`src/rtl/uart_frame_parser.sv`:
```
// Turns a UART byte stream into checksum-validated command frames held for a consumer.
// Reports checksum, length and inter-byte timeout errors, and counts bytes dropped while a frame is held.
module uart_frame_parser #(
    parameter logic [7:0] HEADER         = 8'hAA,
    parameter int         MAX_LEN        = 16,
    parameter int         TIMEOUT_CYCLES = 100_000,
    parameter int         AW             = (MAX_LEN > 1) ? $clog2(MAX_LEN) : 1
) (
    input  logic          clk,
    input  logic          rst,
    input  logic [7:0]    rx_data,
    input  logic          rx_done,
    output logic          frame_valid,
    output logic [7:0]    frame_cmd,
    output logic [7:0]    frame_len,
    input  logic [AW-1:0] rd_addr,
    output logic [7:0]    rd_data,
    input  logic          frame_ack,
    output logic          err_pulse,
    output logic [1:0]    err_code,
    output logic [7:0]    drop_cnt
);
    localparam int             TW       = (TIMEOUT_CYCLES > 1) ? $clog2(TIMEOUT_CYCLES) : 1;
    localparam logic [TW-1:0]  TMO_LAST = TW'(TIMEOUT_CYCLES - 1);
    localparam logic [7:0]     LEN_MAX  = 8'(MAX_LEN);
    localparam logic [1:0]     ERR_SUM  = 2'd1;
    localparam logic [1:0]     ERR_LEN  = 2'd2;
    localparam logic [1:0]     ERR_TMO  = 2'd3;

    typedef enum logic [2:0] {
        S_HUNT    = 3'd0,
        S_CMD     = 3'd1,
        S_LEN     = 3'd2,
        S_PAYLOAD = 3'd3,
        S_CHECK   = 3'd4,
        S_HOLD    = 3'd5
    } state_t;

    state_t        state_q;
    logic [7:0]    sum_q;
    logic [AW-1:0] idx_q;
    logic [TW-1:0] tmo_cnt_q;
    logic [7:0]    buf_q [MAX_LEN];
    logic          frame_valid_q;
    logic [7:0]    frame_cmd_q;
    logic [7:0]    frame_len_q;
    logic          err_pulse_q;
    logic [1:0]    err_code_q;
    logic [7:0]    drop_cnt_q;
    logic          tmo_active_s;
    logic          tmo_expired_s;

    function automatic logic [7:0] csum_add(input logic [7:0] acc, input logic [7:0] b);
        return acc + b;
    endfunction

    // Timer only runs while a frame is partially received
    always_comb begin
        tmo_active_s = 1'b0;
        case (state_q)
            S_CMD, S_LEN, S_PAYLOAD, S_CHECK: tmo_active_s = 1'b1;
            default:                          tmo_active_s = 1'b0;
        endcase
    end

    // A byte arriving on the expiry cycle takes precedence over the timeout
    assign tmo_expired_s = tmo_active_s && !rx_done && (tmo_cnt_q == TMO_LAST);

    // Payload read port, zero beyond the held length
    always_comb begin
        rd_data = 8'h00;
        if (9'(rd_addr) < 9'(frame_len_q)) begin
            rd_data = buf_q[rd_addr];
        end else begin
            rd_data = 8'h00;
        end
    end

    // Parser state machine, inter-byte timer, payload buffer and registered outputs
    always_ff @(posedge clk) begin
        if (rst) begin
            state_q       <= S_HUNT;
            sum_q         <= 8'h00;
            idx_q         <= '0;
            tmo_cnt_q     <= '0;
            frame_valid_q <= 1'b0;
            frame_cmd_q   <= 8'h00;
            frame_len_q   <= 8'h00;
            err_pulse_q   <= 1'b0;
            err_code_q    <= 2'd0;
            drop_cnt_q    <= 8'h00;
        end else begin
            err_pulse_q <= 1'b0;
            if (rx_done || !tmo_active_s) begin
                tmo_cnt_q <= '0;
            end else begin
                tmo_cnt_q <= tmo_cnt_q + TW'(1);
            end

            case (state_q)
                S_HUNT: begin
                    if (rx_done && (rx_data == HEADER)) begin
                        sum_q   <= 8'h00;
                        state_q <= S_CMD;
                    end
                end
                S_CMD: begin
                    if (rx_done) begin
                        frame_cmd_q <= rx_data;
                        sum_q       <= csum_add(sum_q, rx_data);
                        state_q     <= S_LEN;
                    end
                end
                S_LEN: begin
                    if (rx_done) begin
                        if (rx_data > LEN_MAX) begin
                            err_pulse_q <= 1'b1;
                            err_code_q  <= ERR_LEN;
                            state_q     <= S_HUNT;
                        end else begin
                            frame_len_q <= rx_data;
                            sum_q       <= csum_add(sum_q, rx_data);
                            idx_q       <= '0;
                            state_q     <= (rx_data == 8'h00) ? S_CHECK : S_PAYLOAD;
                        end
                    end
                end
                S_PAYLOAD: begin
                    if (rx_done) begin
                        buf_q[idx_q] <= rx_data;
                        sum_q        <= csum_add(sum_q, rx_data);
                        idx_q        <= idx_q + AW'(1);
                        if ((9'(idx_q) + 9'd1) == 9'(frame_len_q)) begin
                            state_q <= S_CHECK;
                        end
                    end
                end
                S_CHECK: begin
                    if (rx_done) begin
                        if (rx_data == sum_q) begin
                            frame_valid_q <= 1'b1;
                            state_q       <= S_HOLD;
                        end else begin
                            err_pulse_q <= 1'b1;
                            err_code_q  <= ERR_SUM;
                            state_q     <= S_HUNT;
                        end
                    end
                end
                S_HOLD: begin
                    // Bytes arriving while held are lost, even alongside the ack
                    if (rx_done && (drop_cnt_q != 8'hFF)) begin
                        drop_cnt_q <= drop_cnt_q + 8'd1;
                    end
                    if (frame_ack) begin
                        frame_valid_q <= 1'b0;
                        state_q       <= S_HUNT;
                    end
                end
                default: state_q <= S_HUNT;
            endcase

            if (tmo_expired_s) begin
                err_pulse_q <= 1'b1;
                err_code_q  <= ERR_TMO;
                state_q     <= S_HUNT;
            end
        end
    end

    assign frame_valid = frame_valid_q;
    assign frame_cmd   = frame_cmd_q;
    assign frame_len   = frame_len_q;
    assign err_pulse   = err_pulse_q;
    assign err_code    = err_code_q;
    assign drop_cnt    = drop_cnt_q;

endmodule

```
`config.mk`:
```
export PLATFORM = sky130hd
export DESIGN_NAME = uart_frame_parser
export DESIGN_NICKNAME = d
export VERILOG_FILES = /design/src/rtl/uart_frame_parser.sv
export SDC_FILE = /design/constraint.sdc
export NUM_CORES = 1
export LEC_CHECK = 0
export CORE_UTILIZATION = 59
export CTS_BUF_LIST = sky130_fd_sc_hd__clkbuf_16
export DETAILED_ROUTE_END_ITERATION = 10
export PLACE_DENSITY = 0.79
export SYNTH_ARGS = -nofsm -noshare
export SYNTH_HDL_FRONTEND = slang
export SYNTH_SLANG_ARGS = --single-unit
```
`constraint.sdc`:
```
create_clock -name clk -period 2.7 [get_ports clk]
set_input_delay 0.405 -clock clk [delete_from_list [all_inputs] [get_ports clk]]
set_output_delay 0.405 -clock clk [all_outputs]
set_load 0.05 [all_outputs]
```
* Word-level counts from Yosys, hierarchy flattened *
Memory sizes are Yosys's and may differ from the RTL's.
Index checks and enable logic that the tools add are counted.

operators by class
  $add $sub $neg = 5
  $lt $le $gt $ge = 2
  equal/unequal tests = 24
  multiplexer cells = 42
  bitwise logic cells = 1
  reductions and logical operators = 25

operators with widths
  operator                                                              count
  8-bit two-way mux                                                     5
  3-bit two-way mux                                                     10
  8-bit one-hot mux with 3 select lines                                 1
  2-bit inequality test, second input constant                          9
  3-bit one-hot mux with 6 select lines                                 1
  17-bit by 1-bit adder with 17-bit output, second input constant       1
  17-bit equality test, second input constant                           1
  1-bit two-way mux                                                     13
  4-bit two-way mux                                                     3
  3-bit inequality test, second input constant                          4
  2-bit two-way mux                                                     5
  5-bit AND reduction                                                   2
  8-bit by 1-bit adder with 8-bit output, second input constant         1
  8-bit adder                                                           1
  5-bit by 8-bit equality test with 1-bit output                        1
  8-bit equality test                                                   1
  8-bit equality test, second input constant                            1
  8-bit by 5-bit > comparator with 1-bit output, second input constant  1
  8-bit logical NOT                                                     1
  4-bit by 8-bit < comparator with 1-bit output                         1
  8-bit inequality test, second input constant                          1
  4-bit one-hot mux with 2 select lines                                 1
  4-bit AND reduction                                                   2
  7-bit AND reduction                                                   1
  19 further kinds                                                      31

word-level totals
  register bits after elaboration = 60
  RAM bits = 128
  input bits = 16
  output and inout port bits = 36
  logic and storage cells = 110
  memories kept = 1

memories
  memory  depth  width  rd ports  clocked after memory_dff  write ports  RTL line  text
  buf_q   16     8      1         0                         1            43        logic [7:0] buf_q [MAX_LEN];

* Depth between registers and ports, before layout *
  depth after elaboration = 7
  depth in mapped cells = 7
  gate-level depth less buffers = 7

* Worst setup path after synthesis *
No wires, ideal clock.

  path type = register to output
  start = register frame_len_q[1] (netlist: frame_len[1])
  end = output rd_data[0]
  arrival = 2.337 ns
  required time = 2.295 ns
  setup slack = -0.042 ns
  stages on the path, launching flop included = 7
  path buffers = 0
  path through = dfxtp_1 -> inv_1 -> ha_1 -> a21o_1 -> a21o_1 -> a21o_1 -> a21boi_1

between the ends
  longest elaborated chain between the ends = 2

ends and longest elaborated chain
  element                                        RTL line  text
  start: declaration                             46        logic [7:0] frame_len_q;
  start signal: assignment                       121       frame_len_q <= rx_data;
  4-bit by 8-bit < comparator with 1-bit output  72        if (9'(rd_addr) < 9'(frame_len_q)) begin
  8-bit two-way mux                              72
  end: declaration                               17        output logic [7:0] rd_data,

Every way passes these cells.

* Worst setup path in the final report *
  start = input rd_addr[2]
  end = output rd_data[6]

between the ends
  longest elaborated chain between the ends = 2
  elaborated cells between the ends (all ways) = 3
  those cells by class = 1 x order compare; 1 x mux; 1 x memory

ends and longest elaborated chain
  element                                                                                    RTL line  text
  start: declaration                                                                         16        input logic [AW-1:0] rd_addr,
  4-bit by 8-bit < comparator with 1-bit output / memory 16 x 8 bit (equally long branches)  -
  8-bit two-way mux *                                                                        72

Every way passes the cells marked *; elsewhere a longest branch is shown, timed or not.

==> run summary <==
status - finished, final reports clean
global route overflow - 0
DIE WIDTH - 120 µm
Max Clock Freq - 0.375 GHz
Initial Util - 61.5%
worst skew pair latency - 0.44 ns
CTS tree - done
data arrival time of the critical path - 2.26 ns
Rel. slew slack - 50.0%
area delta synth->final - 21.5%
Post-Place Setup Slack - -0.0970 ns
initial antenna violation count - 0
final hold violation count - 0
Die ar. - 14500 µm²
clk root buf - clkbuf_16
WS Path Type - primary input to output port
clk slew on worst S/H paths - 0.06 ns
gpl congestion - 0.868
Final ANT Viol Nets - 0
Fillers - 821
RSZ-0062 raised after global routing - false
post-synthesis async set-or-reset flop share - 0%
commonest cells after routing, fill and taps aside - 128 x edfxtp_1, 59 x dfxtp_1, 57 x nor2_1, 47 x buf_4
Setup Viol. Count Final - 0
final worst setup slack - 0.0353 ns
slowest cell on the critical path - clkdlybuf4s50_1
number of remaining DRC errors - 0
Synth Warn # - 0
Final #Nets - 717
Total GRT Usage - 28.7%
die height - 120 µm
final period utilization - 98.7%
cell count after synthesis - 585
area occupied by multi-input gates - 3070 µm²
DRT Wirelength - 19900 µm
Hold Buf Count CTS - 0
fin. max-slew vios - 0
VDD IR max - 360 µV
port bufs - 51
TritonCTS buffer count - 17
P_leak - 3.54 nW
sequential fraction of the synthesis area - 61.0%
Avg Cell Area, Syn - 14.1 µm²
share of layout cells above drive strength 1 - 17.1%
Ports - 52
Req. time, crit path - 2.30 ns
first drt pass iteration count - 5
cells along the critical path - clkdlybuf4s50_1, buf_12, mux4_2, mux4_2, a21boi_2, buf_12
type of origin of the critical path - primary input
CTS max path bufs - 2
routed vias - 5443
Syn Nets - 618
DP HPWL - 12700 µm
Post-synth EDFFs - 128
critical path capture point type - output port
WHS - 0.468 ns
std cell rows - 42
Core ar. - 13500 µm²
# placed instances - 839
wire length per cell - 22.8 µm
PD cells - 593 nW/µm²
DRT iter0 DRCs - 528
CP bufs+invs - 3
H-Tree Depth - 4
Seq cells post-synth - 188
main flop type after synthesis - edfxtp_1
Register Area - 5050 µm²
antenna cell count - 0
vias in the first global route - 5411
Sink Count - 188
Synth cell types - 59
commonest non-fill, non-tap cell in the layout - edfxtp_1
hold crit path type - flop to flop
post-DR vias/cell - 6.23
largest net degree at the start of global routing - 37
Syn Std Cell Area - 8270 µm²
crit path time final - 2.66 ns
final std cells w/o fill - 873
Worst Skew - 0.0112 ns
global-route wire length before repair - 29900 µm
CP max stage delay - 0.51 ns
CP Max Fanout - 9
Worst Tran Pin Value - 0.749 ns
Max-Cap Viols - 0
critical path's top delay family - buffers and inverters
==> metrics by stage <==
step / power, mW / TNS (ns) / cell area [µm²] / utilization (%)
floorplan: 3.40 / -0.338 / 8270 / -
global placement: 3.59 / -0.0174 / 9390 / 69.8
detailed placement: 3.60 / -0.386 / 9390 / 69.8
CTS: 5.95 / 0 / 9980 / 74.2
global route: 6.11 / 0 / 10000 / 74.7
finish: 5.95 / 0 / 10000 / 74.7
==> report_power, final <==
part	switching, mW	internal (mW)	total, mW
Clock	1.04	1.34	2.39
Combinational	0.254	0.217	0.472
Sequential	0.0117	3.08	3.09
Total	1.31	4.64	5.95
==> cell type report <==
| type | count | area share (%) |
|---|---|---|
| Tap cell | 176 | 2.19 |
| Clock buffer | 17 | 4.24 |
| Inverter | 13 | 0.486 |
| Multi-Input combinational cell | 359 | 30.6 |
| Clock inverter | 15 | 1.33 |
| Timing Repair Buffer | 105 | 10.9 |
| Sequential cell | 188 | 50.2 |
==> cell families after synthesis <==
logic type      Yosys count  synth area share (%)
compound gates           74                  6.45
xor+xnor                 29                  3.07
fa+ha+maj                17                  2.66
buf+inv                  38                  2.22
flops                   188                  61.0
mux                      46                  13.1
simple gates            193                  11.5
==> sequential cells by signal, indices dropped and copies added, names as in the netlist, 3 cells and up <==
register	count
buf_q	128
tmo_cnt_q	17
drop_cnt	8
frame_cmd	8
frame_len	8
sum_q	8
idx_q	4
state_q	3
==> worst register-to-register path, stage by stage, from the launching register on <==
cell and delay [ns]:
dfxtp_1 0.57, nor2b_1 0.22, nand2_1 0.10, nor3b_1 0.50
nand2_1 0.23, nor3_1 0.27, buf_4 0.29
==> path summary, 6_finish.rpt <==
kind              depth (start not counted)           end  slack (ns)          from
setup / recovery                          6    rd_data[6]        0.04    rd_addr[2]
hold / removal                            2  frame_cmd[6]        0.47  frame_cmd[6]
setup reg to reg                          6   buf_q[1][5]        0.21    state_q[1]
hold reg to reg                           2  frame_cmd[6]        0.47  frame_cmd[6]
==> repair_timing <==
| action | 4_1_cts | 5_1_grt |
|---|---|---|
| resized for setup | 6 | 11 |
| setup buffers | 0 | 0 |
| gates cloned | 1 | 1 |
| pin swaps | 1 | 1 |
| endpoints found under the setup margin | 8 | 8 |
==> routing by layer <==
layer | track usage, % | part of all wire, % | vias to the layer above
met3 | 5.38 | 6.5 | 41
met5 | 0 | 0 | -
met1 | 34.8 | 39 | 2693
met4 | 11.2 | 2.5 | 0
li1 | - | - | 2465
met2 | 50.9 | 52 | 244
==> Yosys cell counts, types with 5 or more instances <==
library cell | number | share of area (%)
nand4_1 | 5 | 0.38
clkbuf_1 | 15 | 0.68
nor4_1 | 7 | 0.53
nor2_1 | 57 | 2.6
mux4_2 | 8 | 2.2
dfxtp_1 | 60 | 15
o21ai_0 | 5 | 0.30
o2111ai_1 | 5 | 0.53
edfxtp_1 | 128 | 46
xor2_1 | 14 | 1.5
nand3_1 | 22 | 1.3
xnor2_1 | 15 | 1.6
mux4_1 | 32 | 10
inv_1 | 13 | 0.59
nor2b_1 | 7 | 0.53
nand2b_1 | 5 | 0.38
buf_2 | 6 | 0.36
a21boi_1 | 8 | 0.73
mux2i_1 | 6 | 0.73
nand2_1 | 41 | 1.9
nor3_1 | 20 | 1.2
a22oi_1 | 5 | 0.45
a21oi_1 | 20 | 1.2
ha_1 | 16 | 2.4
and3_1 | 6 | 0.45
(Power assumes the default switching activity.)
